[config.mk]
export PLATFORM = sky130hd
export DESIGN_NAME = mem_arbiter_flat
export DESIGN_NICKNAME = d
export VERILOG_FILES = /design/src/rtl/mem_arbiter_pkg.sv /design/src/rtl/mem_arbiter_if.sv /design/src/rtl/mem_arbiter_rr_arbiter.sv /design/src/rtl/mem_arbiter.sv /design/src/flat_wrapper.sv
export SDC_FILE = /design/constraint.sdc
export NUM_CORES = 1
export LEC_CHECK = 0
export ABC_AREA = 1
export CORE_MARGIN = 4
export CORE_UTILIZATION = 48
export CTS_CLUSTER_DIAMETER = 150
export DETAILED_ROUTE_END_ITERATION = 16
export GPL_TIMING_DRIVEN = 0
export PLACE_DENSITY = 0.82
export REMOVE_ABC_BUFFERS = 1
export SLEW_MARGIN = 20
export SYNTH_ARGS = -nofsm -noshare
export SYNTH_HDL_FRONTEND = slang
export SYNTH_SLANG_ARGS = --single-unit
[constraint.sdc]
create_clock -name clk -period 1.82 [get_ports clk]
set_input_delay 0.364 -clock clk [delete_from_list [all_inputs] [get_ports clk]]
set_output_delay 0.364 -clock clk [all_outputs]
set_load 0.005 [all_outputs]
[src/rtl/mem_arbiter_pkg.sv]
// Shared types and default sizes for the memory arbiter and the memory it fronts.
// The defaults here must match the memory's top-level instantiation.
package mem_arb_pkg;

  localparam int DEF_WIDTH   = 2;
  localparam int DEF_DEPTH   = 4;
  localparam int DEF_NUM_REQ = 2;

  typedef enum logic [1:0] {
    IDLE  = 2'd0,
    ISSUE = 2'd1,
    WAIT  = 2'd2,
    RESP  = 2'd3
  } state_e;

endpackage

[src/rtl/mem_arbiter_if.sv]
// Requester command ports plus the single memory command/response port of the arbiter.
// slave = arbiter view, master = requesters and memory seen from the outside.
interface mem_arbiter_if #(
  parameter int WIDTH      = mem_arb_pkg::DEF_WIDTH,
  parameter int DEPTH      = mem_arb_pkg::DEF_DEPTH,
  parameter int ADDR_WIDTH = $clog2(DEPTH),
  parameter int NUM_REQ    = mem_arb_pkg::DEF_NUM_REQ
);
  logic [NUM_REQ-1:0]            req_valid;
  logic [NUM_REQ-1:0]            req_wr_rd;
  logic [NUM_REQ*ADDR_WIDTH-1:0] req_addr;
  logic [NUM_REQ*WIDTH-1:0]      req_wdata;
  logic [NUM_REQ-1:0]            req_ready;
  logic [WIDTH-1:0]              req_rdata;
  logic                          busy;
  logic                          mem_valid;
  logic                          mem_wr_rd;
  logic [ADDR_WIDTH-1:0]         mem_addr;
  logic [WIDTH-1:0]              mem_wdata;
  logic                          mem_ready;
  logic [WIDTH-1:0]              mem_rdata;

  modport slave (
    input  req_valid, req_wr_rd, req_addr, req_wdata, mem_ready, mem_rdata,
    output req_ready, req_rdata, busy, mem_valid, mem_wr_rd, mem_addr, mem_wdata
  );

  modport master (
    output req_valid, req_wr_rd, req_addr, req_wdata, mem_ready, mem_rdata,
    input  req_ready, req_rdata, busy, mem_valid, mem_wr_rd, mem_addr, mem_wdata
  );
endinterface

[src/rtl/mem_arbiter_rr_arbiter.sv]
// Combinational round-robin search starting at ptr_i; zero latency, no state.
// Returns a one-hot grant, its binary index and whether anything was requesting.
module rr_arbiter #(
  parameter int NUM_REQ = 2,
  parameter int IDX_W   = 1
) (
  input  logic [NUM_REQ-1:0] req_i,
  input  logic [IDX_W-1:0]   ptr_i,
  output logic [NUM_REQ-1:0] gnt_o,
  output logic [IDX_W-1:0]   idx_o,
  output logic               any_o
);

  always_comb begin
    int j;
    j     = 0;
    gnt_o = '0;
    idx_o = '0;
    any_o = 1'b0;
    for (int i = 0; i < NUM_REQ; i++) begin
      // ptr_i never exceeds NUM_REQ-1, so one subtraction wraps the search
      j = int'(ptr_i) + i;
      if (j >= NUM_REQ) j = j - NUM_REQ;
      if (!any_o && req_i[j]) begin
        any_o    = 1'b1;
        gnt_o[j] = 1'b1;
        idx_o    = IDX_W'(j);
      end
    end
  end

endmodule

[src/rtl/mem_arbiter.sv]
// Round-robin front end for one single-port memory: 3 cycles request-to-ready, 4 per op back-to-back.
// Losers simply hold valid; WAIT lasts as long as the memory withholds ready.
module mem_arbiter
  import mem_arb_pkg::*;
#(
  parameter int WIDTH      = DEF_WIDTH,
  parameter int DEPTH      = DEF_DEPTH,
  parameter int ADDR_WIDTH = $clog2(DEPTH),
  parameter int NUM_REQ    = DEF_NUM_REQ
) (
  input  logic          clk,
  input  logic          res,
  mem_arbiter_if.slave  bus
);

  localparam int IDX_W = (NUM_REQ > 1) ? $clog2(NUM_REQ) : 1;

  state_e                state_q;
  logic [IDX_W-1:0]      ptr_q;
  logic [IDX_W-1:0]      ptr_d;
  logic [IDX_W-1:0]      win_idx_q;
  logic [NUM_REQ-1:0]    win_oh_q;
  logic                  mem_valid_q;
  logic                  mem_wr_rd_q;
  logic [ADDR_WIDTH-1:0] mem_addr_q;
  logic [WIDTH-1:0]      mem_wdata_q;
  logic [NUM_REQ-1:0]    req_ready_q;
  logic [WIDTH-1:0]      req_rdata_q;
  logic                  busy_q;

  logic [NUM_REQ-1:0]    gnt_oh;
  logic [IDX_W-1:0]      gnt_idx;
  logic                  gnt_any;

  rr_arbiter #(
    .NUM_REQ (NUM_REQ),
    .IDX_W   (IDX_W)
  ) u_rr (
    .req_i (bus.req_valid),
    .ptr_i (ptr_q),
    .gnt_o (gnt_oh),
    .idx_o (gnt_idx),
    .any_o (gnt_any)
  );

  // Priority moves to the requester just after the one being served
  always_comb begin
    ptr_d = (win_idx_q == IDX_W'(NUM_REQ - 1)) ? '0 : win_idx_q + 1'b1;
  end

  always_ff @(posedge clk or negedge res) begin
    if (!res) begin
      state_q     <= IDLE;
      ptr_q       <= '0;
      win_idx_q   <= '0;
      win_oh_q    <= '0;
      mem_valid_q <= 1'b0;
      mem_wr_rd_q <= 1'b0;
      mem_addr_q  <= '0;
      mem_wdata_q <= '0;
      req_ready_q <= '0;
      req_rdata_q <= '0;
      busy_q      <= 1'b0;
    end else begin
      case (state_q)
        IDLE: begin
          if (gnt_any) begin
            state_q     <= ISSUE;
            win_idx_q   <= gnt_idx;
            win_oh_q    <= gnt_oh;
            mem_wr_rd_q <= bus.req_wr_rd[gnt_idx];
            mem_addr_q  <= bus.req_addr[int'(gnt_idx)*ADDR_WIDTH +: ADDR_WIDTH];
            mem_wdata_q <= bus.req_wdata[int'(gnt_idx)*WIDTH +: WIDTH];
            mem_valid_q <= 1'b1;
            busy_q      <= 1'b1;
          end
        end
        ISSUE: begin
          state_q     <= WAIT;
          mem_valid_q <= 1'b0;
        end
        WAIT: begin
          if (bus.mem_ready) begin
            state_q     <= RESP;
            req_ready_q <= win_oh_q;
            // Writes leave the last read value visible to requesters
            if (!mem_wr_rd_q) req_rdata_q <= bus.mem_rdata;
          end
        end
        RESP: begin
          state_q     <= IDLE;
          req_ready_q <= '0;
          busy_q      <= 1'b0;
          ptr_q       <= ptr_d;
        end
        default: begin
          state_q <= IDLE;
        end
      endcase
    end
  end

  assign bus.mem_valid = mem_valid_q;
  assign bus.mem_wr_rd = mem_wr_rd_q;
  assign bus.mem_addr  = mem_addr_q;
  assign bus.mem_wdata = mem_wdata_q;
  assign bus.req_ready = req_ready_q;
  assign bus.req_rdata = req_rdata_q;
  assign bus.busy      = busy_q;

endmodule

[src/flat_wrapper.sv]
// flat-port wrapper written by rule: the top's interface ports become plain ports
module mem_arbiter_flat import mem_arb_pkg::*;
#(
  parameter int WIDTH      = DEF_WIDTH,
  parameter int DEPTH      = DEF_DEPTH,
  parameter int ADDR_WIDTH = $clog2(DEPTH),
  parameter int NUM_REQ    = DEF_NUM_REQ
)
  (clk, res, bus_req_valid, bus_req_wr_rd, bus_req_addr, bus_req_wdata, bus_mem_ready, bus_mem_rdata, bus_req_ready, bus_req_rdata, bus_busy, bus_mem_valid, bus_mem_wr_rd, bus_mem_addr, bus_mem_wdata);
  mem_arbiter_if #(.WIDTH(WIDTH), .DEPTH(DEPTH), .ADDR_WIDTH(ADDR_WIDTH), .NUM_REQ(NUM_REQ)) bus_i ();
  input  logic clk;
  input  logic res;
  input wire logic [$bits(bus_i.req_valid)-1:0] bus_req_valid;
  input wire logic [$bits(bus_i.req_wr_rd)-1:0] bus_req_wr_rd;
  input wire logic [$bits(bus_i.req_addr)-1:0] bus_req_addr;
  input wire logic [$bits(bus_i.req_wdata)-1:0] bus_req_wdata;
  input wire logic [$bits(bus_i.mem_ready)-1:0] bus_mem_ready;
  input wire logic [$bits(bus_i.mem_rdata)-1:0] bus_mem_rdata;
  output wire logic [$bits(bus_i.req_ready)-1:0] bus_req_ready;
  output wire logic [$bits(bus_i.req_rdata)-1:0] bus_req_rdata;
  output wire logic [$bits(bus_i.busy)-1:0] bus_busy;
  output wire logic [$bits(bus_i.mem_valid)-1:0] bus_mem_valid;
  output wire logic [$bits(bus_i.mem_wr_rd)-1:0] bus_mem_wr_rd;
  output wire logic [$bits(bus_i.mem_addr)-1:0] bus_mem_addr;
  output wire logic [$bits(bus_i.mem_wdata)-1:0] bus_mem_wdata;
  assign bus_i.req_valid = bus_req_valid;
  assign bus_i.req_wr_rd = bus_req_wr_rd;
  assign bus_i.req_addr = bus_req_addr;
  assign bus_i.req_wdata = bus_req_wdata;
  assign bus_i.mem_ready = bus_mem_ready;
  assign bus_i.mem_rdata = bus_mem_rdata;
  assign bus_req_ready = bus_i.req_ready;
  assign bus_req_rdata = bus_i.req_rdata;
  assign bus_busy = bus_i.busy;
  assign bus_mem_valid = bus_i.mem_valid;
  assign bus_mem_wr_rd = bus_i.mem_wr_rd;
  assign bus_mem_addr = bus_i.mem_addr;
  assign bus_mem_wdata = bus_i.mem_wdata;
  mem_arbiter #(.WIDTH(WIDTH), .DEPTH(DEPTH), .ADDR_WIDTH(ADDR_WIDTH), .NUM_REQ(NUM_REQ)) u_core (.clk(clk), .res(res), .bus(bus_i));
endmodule
* After elaboration in Yosys (flattened, before gate mapping)
Index checks and enable logic that the tools add are counted.
** Storage, ports and cells
- Register bits :: 17
- Output and inout port bits :: 11
** Cells by class
- Equal/unequal tests :: 5
- Reduce and logical (&&, ||, !) cells :: 14
- Add/sub/neg operators :: 4
- Bitwise logic cells :: 2
- Magnitude comparators :: 7
- Muxes and demuxes :: 29
- Shift-type cells :: 2
** Operators by type and width (count)
- greater-or-equal comparator 32 x 1 -> 1 bit (second input constant) :: 2
- less-than comparator 32 x 3 -> 1 bit (second input constant) :: 2
- 2-to-1 mux 32 bit :: 2
- 2-to-1 mux 1 bit :: 16
- 2-to-1 mux 2 bit :: 5
- AND reduction 2 bit :: 5
- case mux 2 bit (4 select lines) :: 1
- indexed part select 4 x 3 -> 2 bit :: 2
- nonzero test 2 bit :: 3
- == test 2 bit (second input constant) :: 2
- case mux 1 bit (2 select lines) :: 2
- case mux 2 bit (2 select lines) :: 1
- logical AND 1 bit :: 3
- AND reduction 3 bit :: 1
- subtractor 1 x 2 -> 3 bit (second input constant) :: 1
- subtractor 2 x 2 -> 3 bit (second input constant) :: 1
- adder 1 x 1 -> 2 bit (second input constant) :: 1
- demux 1 bit (select 1 bit) :: 2
- == test 2 x 1 -> 1 bit (second input constant) :: 1
- greater-or-equal comparator 1 x 2 -> 1 bit (second input constant) :: 1
- greater-or-equal comparator 2 bit (second input constant) :: 1
- logical NOT 2 bit :: 1
- less-than comparator 1 x 2 -> 1 bit (second input constant) :: 1
- inequality test 2 x 1 -> 1 bit (second input constant) :: 1
- 5 further kinds :: 5

* Longest topological paths before layout
Gate-level depths: netlist of the first run.
- Depth in word-level cells :: 11
- Mapped depth :: 7

* Hierarchy
Synthesis of the first run repeated with hierarchy kept, for this count alone.
** Second synthesis, totals
- Cell total of the unflattened synthesis :: 125
- Area, all modules :: 904.6 um2
** Modules (own cells, without submodules)
- mem_arbiter :: seq. area each 425.4 um2, area each 849.6 um2, instances 1, cells each 111
- rr_arbiter :: seq. area each 0.0 um2, area each 55.1 um2, instances 1, cells each 14

* Least setup slack after synthesis of the first run
No wires, ideal clock.
- Path kind :: flip-flop to flip-flop
- Start :: register u_core.state_q[0]
- End :: register u_core.mem_wr_rd_q (netlist: u_core.bus.mem_wr_rd)
- Slack :: 0.577 ns
- Stages on the path, launching flop included :: 8
- Path buffers :: 0
- Arrival :: 1.125 ns
- Setup time :: 0.117 ns
- Data required time :: 1.703 ns
- Cell sequence :: dfrtp_1 inv_1 ha_1 inv_1 nor2_4 inv_2 nand2_1 nand2_1
** On the way
- Cells in the longest elaborated chain, start to end :: 2
** Ends and longest elaborated chain
- from (decl) :: RTL line mem_arbiter.sv:18 : state_e state_q;
- from (signal assigned) :: RTL line mem_arbiter.sv:53 : state_q <= IDLE;
- from (signal assigned) :: RTL line mem_arbiter.sv:68 : state_q <= ISSUE;
- from (signal assigned) :: RTL line mem_arbiter.sv:79 : state_q <= WAIT;
- logical NOT 2 bit :: RTL line mem_arbiter.sv:65 : case (state_q)
- AND reduction 2 bit (no line)
- to (signal assigned) :: RTL line mem_arbiter.sv:71 : mem_wr_rd_q <= bus.req_wr_rd[gnt_idx];
- to (decl) :: RTL line mem_arbiter.sv:24 : logic mem_wr_rd_q;
No other way between the ends.
A chain may end at the register's enable or synchronous reset.

* Final worst setup path of the first run
- Start :: register u_core.mem_wdata_q[0] (netlist: u_core.bus.mem_wdata[0])
- End :: output port bus_mem_wdata[0]
** RTL lines
- from (decl) :: RTL line mem_arbiter.sv:26 : logic [WIDTH-1:0] mem_wdata_q;
- from (signal assigned) :: RTL line mem_arbiter.sv:73 : mem_wdata_q <= bus.req_wdata[int'(gnt_idx)*WIDTH +: WIDTH];
- to (decl) :: RTL line flat_wrapper.sv:25 : output wire logic [$bits(bus_i.mem_wdata)-1:0] bus_mem_wdata;
No word-level cell between the ends.

==> results of run 1 <==
-- sequential cells by signal (all words and copies together), names as in the netlist --
| name | cells |
|---|---|
| u_core.bus.req_rdata | 2 |
| u_core.ptr_q | 1 |
| u_core.state_q | 2 |
| u_core.bus.mem_wdata | 2 |
| u_core.bus.req_ready | 2 |
| u_core.win_idx_q | 1 |
| u_core.bus.mem_addr | 2 |
| u_core.bus.mem_valid | 1 |
| u_core.win_oh_q | 2 |
| u_core.bus.mem_wr_rd | 1 |
| u_core.bus.busy | 1 |
-- cells by family after synthesis --
family                     Yosys count
and+or+nand+nor                     55
buffers and inverters               25
DFF                                 17
AOI/OAI and AO/OA                    9
adders and majority gates            5
-- metrics by stage --
| step | instances | hold slack, ns | util [%] |
|---|---|---|---|
| 6_report | 166 | 0.4845 | 69.42 |
| 5_1_grt | 166 | 0.5063 | 69.42 |
| 4_1_cts | 166 | 0.4888 | 69.42 |
| 3_5_place_dp | 162 | 0.4581 | 67.90 |
| 3_3_place_gp | 162 | 0.4562 | 67.90 |
| 2_1_floorplan | 110 | 0.06841 | - |
-- layout make-up --
| type | count | area share [%] |
|---|---|---|
| Sequential cell | 17 | 35.49 |
| Multi-Input combinational cell | 69 | 29.65 |
| Clock buffer | 4 | 2.192 |
| Inverter | 24 | 7.516 |
| Tap cell | 25 | 2.610 |
| Timing Repair Buffer | 27 | 22.55 |
-- power breakdown --
group          internal [uW]  switching, uW  leakage [uW]
clock network           85.1            113     0.0000150
logic                    400            390      0.000407
registers                561            113      0.000210
total                   1050            615      0.000632
-- worst reg2reg max path: cells and delay by family, from the launching register on --
kind,cells,cell delay (ns)
DFF,1,0.43
buffers and inverters,3,0.33
and+or+nand+nor,3,0.33
adders and majority gates,1,0.24
-- cells in the final DEF, fill, tap and decap left out, drive strengths merged --
master | Yosys | routed
clkbuf | 0 | 4
nand3 | 15 | 15
clkdlybuf4s50 | 0 | 27
or2 | 1 | 1
nor2 | 3 | 3
nand2 | 36 | 36
o21ai | 9 | 9
inv | 24 | 24
ha | 5 | 5
dfrtp | 17 | 17
-- routing by layer --
metal | track usage [%] | up-vias | part of all wire [%]
li1 | - | 396 | -
met1 | 19.66 | 347 | 43
met2 | 28.48 | 28 | 52
met3 | 2.915 | 2 | 4.1
met4 | 8.072 | 0 | 0.55
met5 | 0 | - | 0
-- path summary, 6_finish.rpt --
path                                    startpoint                       to  slack [ns]  cells after the start
max                        u_core.bus.mem_wdata[0]         bus_mem_wdata[0]        0.29                      1
min                             u_core.win_oh_q[0]       u_core.win_oh_q[0]        0.48                      2
max reg2reg                      u_core.state_q[0]  u_core.bus.mem_wdata[1]        0.40                      7
min reg2reg                     u_core.win_oh_q[0]       u_core.win_oh_q[0]        0.48                      2
max in group asynchronous                      res       u_core.win_oh_q[0]        0.82                      1
min in group asynchronous                      res  u_core.bus.req_rdata[1]        0.52                      1
==> results_dict.tcl, run 1 <==
set metrics [dict create \
    clk_path_buf_depth 2 \
    clock_sinks 17 \
    hp-class "reg2reg" \
    rsz0062_at_grt "no" \
    seq_area_um2 425.4 \
    final_max_slew_viol_count 0 \
    synthFlopType "dfrtp_1" \
    drc 0 \
    fmax_mhz 653.6 \
    die_y_um 50.87 \
    ant_nets 0 \
    finalNetCount 164 \
    maxCapViolCount 0 \
    cp_top_family "buffers and inverters" \
    multi_input_area_um2 355.3 \
    setup_tns_ns 0 \
    netlist_top_cells_area "dfrtp_1 48%, nand2_1 14%, inv_1 9.8%, nand3_1 8.5%, ha_1 7.1%" \
    cts-resized-gates 0 \
    power.leakage_uw 0.0006320 \
    fin_area_um2 1199 \
    synth-compound-area-share_pct 5.106 \
    first_global_vias 775 \
    synth_area_um2 882.1 \
    wl_per_cell_um 10.99 \
    cp_data_required_time_ns 1.46 \
    synth_area_leader_cell "dfrtp_1" \
    synth_top_family_by_area "simple AND/OR/NAND/NOR gates" \
    ys_seq_elements 17 \
    critical_path_class "reg2out" \
    die_w_um 50.87 \
    avgSynthCellArea_um2 7.947 \
    synth_simple_gate_area_share_pct 28.09 \
    antenna_cells 0 \
    clockRootBuffer "clkbuf_4" \
    initial_core_util_pct 51.09 \
    gp_congestion 0.7365 \
    cts_hold_buffers 0 \
    ios 28 \
    cts_buffers 3 \
    yosys_warnings 0 \
    synth-edff-count 0 \
    cp-end-kind "primary output" \
    synth_fa_ha_area_share_pct 7.092 \
    synth_xor_area_share_pct 0 \
    synth.most_common_cell "nand2_1" \
    rows 15 \
    cts.htree.levels 1 \
    async_flop_share_pct 100.0 \
    cp_max_fo 2 \
    cp.arrival_ns 1.17 \
    fp.coreArea_um2 1727 \
    grt_max_degree 18 \
    cts_tree "built" \
    drive_above_1_share_pct 5.674 \
    grt_first_pass_wirelength_um 3208 \
    tightest_slew_ns 0.7633 \
    finalSetupViolCount 0 \
    grt_use_total_pct 16.48 \
    synth_cell_types 13 \
    postSynthCellCount 111 \
    place_area_um2 1172 \
    cp-start-kind "flop" \
    vias 773 \
    peakVddDrop_uv 821.6 \
    synth_top_cells_by_count "34 x nand2_1, 23 x inv_1, 17 x dfrtp_1" \
    critPathSlowestCell "clkdlybuf4s50_1" \
    fin_crit_sh_pct 84.06 \
    grt.overflow.total 0 \
    dr.pass1.iters 4 \
    synth_top_area_share_pct 48.23 \
    worst_slack_ns 0.2901 \
    status "finished, final reports clean" \
    synth_seq_area_share_pct 48.23 \
    drt-total-wl_um 1824 \
    area_growth_pct 35.89 \
    total_power_uw 1662 \
    io_buffers 27 \
    dpl.hpwl_um 1396 \
    cp_cell_sequence "clkdlybuf4s50_1" \
    post-route-min-period_ns 1.530 \
    fill_cells 151 \
    preCtsSetupSlack_ns 0.1314 \
    slew_headroom_pct 48.95 \
    pwr_density_cell_nw_per_um2 1386 \
    worst-path-buf-inv 1 \
    vias_per_cell 4.657 \
    die-area_um2 2588 \
    clk_pin_slew_ns 0.10 \
    antenna_found_initial 0 \
    clock_latency_ns 0.29 \
    critPathMaxStageDelay_ns 0.51 \
    final_hold_viol_count 0 \
    synth.area.mux_share_pct 0 \
    drtIter0Drc 14 \
    post_cts_buffers 0 \
    skew_ns 0.006860 \
]
Power figures use the tool's default switching activity.
==> run 2, diff against run 1 <==
CORE_UTILIZATION = 45   (was 48)
PLACE_DENSITY = 0.78   (was 0.82)
clock period = 1.49 ns   (was 1.82 ns; I/O delays follow)
==> run 2 against run 1 <==
Against the previous run:
- clock-buffer cell count is the same
- design area grew 5.2%
- hold slack lost 0.038 ns
- routed wire length grew 4.6%
- clock skew shrank 0.0038 ns
- critical path depth is the same
- register-to-register slack lost 0.27 ns
- sequential power grew 22%
- sequential cell count is the same
- core utilization grew 1.3 points
- non-clock buffer count grew 6
- sequential share of layout area shrank 1.8 points
==> results_dict.tcl, run 2 (synthesized netlist as in run 1, its figures left out) <==
set metrics [dict create \
    cp_data_required_time_ns 1.19 \
    cts_buffers 3 \
    gp_congestion 0.7438 \
    final_cell_mix "34 x nand2_1, 22 x inv_1, 21 x clkdlybuf4s50_1" \
    drtIter0Drc 11 \
    finalNetCount 170 \
    total_power_uw 2103 \
    worst-path-buf-inv 1 \
    final_common_cell "nand2_1" \
    first_global_vias 747 \
    clock_sinks 17 \
    clk_path_buf_depth 2 \
    clock_latency_ns 0.29 \
    rows 15 \
    seq_area_um2 425.4 \
    finalSetupViolCount 0 \
    pwr_density_cell_nw_per_um2 1667 \
    final_hold_viol_count 0 \
    dp_cells 162 \
    skew_ns 0.003019 \
    cp_cell_sequence "clkdlybuf4s50_1" \
    power.leakage_uw 0.0007260 \
    cp-start-kind "flop" \
    critPathMaxStageDelay_ns 0.51 \
    cp_top_family "buffers and inverters" \
    peakVddDrop_uv 1184 \
    die_y_um 52.28 \
    die-area_um2 2733 \
    multi_input_area_um2 357.8 \
    hp-class "in2async" \
    vias 777 \
    grt_first_pass_wirelength_um 3118 \
    fill_cells 143 \
    initial_core_util_pct 49.47 \
    cts.htree.levels 1 \
    area_growth_pct 42.98 \
    status "finished, final reports clean" \
    wl_per_cell_um 11.09 \
    clockRootBuffer "clkbuf_4" \
    worst_slack_ns 0.02875 \
    tightest_slew_ns 0.7515 \
    io_buffers 27 \
    drt-total-wl_um 1908 \
    final_max_slew_viol_count 0 \
    cts_tree "built" \
    clk_pin_slew_ns 0.10 \
    cp.arrival_ns 1.16 \
    worst-r2r-setup-slack_ns 0.13 \
    antenna_found_initial 0 \
    grt_use_total_pct 15.59 \
    hold_slack_ns 0.4461 \
    dpl.hpwl_um 1438 \
    post-route-min-period_ns 1.461 \
    fin_cells 172 \
    grt_max_degree 18 \
    preCtsSetupSlack_ns -0.1200 \
    die_w_um 52.28 \
    fin_crit_sh_pct 98.07 \
    ios 28 \
    fp.coreArea_um2 1783 \
    drc 0 \
    dr.pass1.iters 4 \
    vias_per_cell 4.517 \
    grt.overflow.total 0 \
    slew_headroom_pct 49.75 \
    cp-end-kind "primary output" \
    antenna_cells 0 \
    cp_max_fo 2 \
    maxCapViolCount 0 \
    cts_hold_buffers 0 \
    drive_above_1_share_pct 10.88 \
    critical_path_class "reg2out" \
    ant_nets 0 \
    critPathSlowestCell "clkdlybuf4s50_1" \
    fmax_mhz 684.3 \
]
-- run 2: final timing paths --
check,startpoint,endpoint,depth (start not counted)
setup / recovery,u_core.bus.req_rdata[0],bus_req_rdata[0],1
hold / removal,res,u_core.win_oh_q[1],1
setup reg to reg,u_core.state_q[0],u_core.bus.busy,7
hold reg to reg,u_core.win_idx_q,u_core.ptr_q,1
max in group asynchronous,res,u_core.bus.mem_wdata[0],1
min in group clk,u_core.win_idx_q,u_core.ptr_q,1
-- run 2: repair_timing --
action / 4_1_cts / 5_1_grt
endpoints found under the setup margin: 0 / 20
setup buffers: 0 / 6
resized for setup: 0 / 8
-- run 2: metrics by stage --
| stage | setup TNS, ns | util (%) | instance area (um2) |
|---|---|---|---|
| after floorplan | 0 | - | 870.8 |
| after global placement | -0.9621 | 65.75 | 1172 |
| after detailed placement | -0.9620 | 65.75 | 1172 |
| after CTS | 0 | 67.23 | 1199 |
| after global routing | -0.02845 | 70.74 | 1261 |
| final | 0 | 70.74 | 1261 |
-- run 2: cell type report --
type / count / area share [%]
Clock buffer: 4 / 2.083
Timing Repair Buffer: 33 / 26.19
Multi-Input combinational cell: 69 / 28.37
Sequential cell: 17 / 33.73
Inverter: 24 / 7.143
Tap cell: 25 / 2.480
-- run 2: routing by layer --
metal / routed length (um) / vias to the layer above / track usage, %
met5: 0 / - / 0
met4: 36 / 0 / 6.383
li1: - / 408 / -
met2: 940 / 25 / 26.36
met3: 107 / 5 / 3.704
met1: 824 / 339 / 18.86
-- run 2: where the power goes --
group          total [uW]  switching (uW)  leakage (uW)  internal [uW]
logic                1040             499      0.000501            541
registers             819             134      0.000210            685
clock network         244             140     0.0000150            104
total                2100             773      0.000726           1330
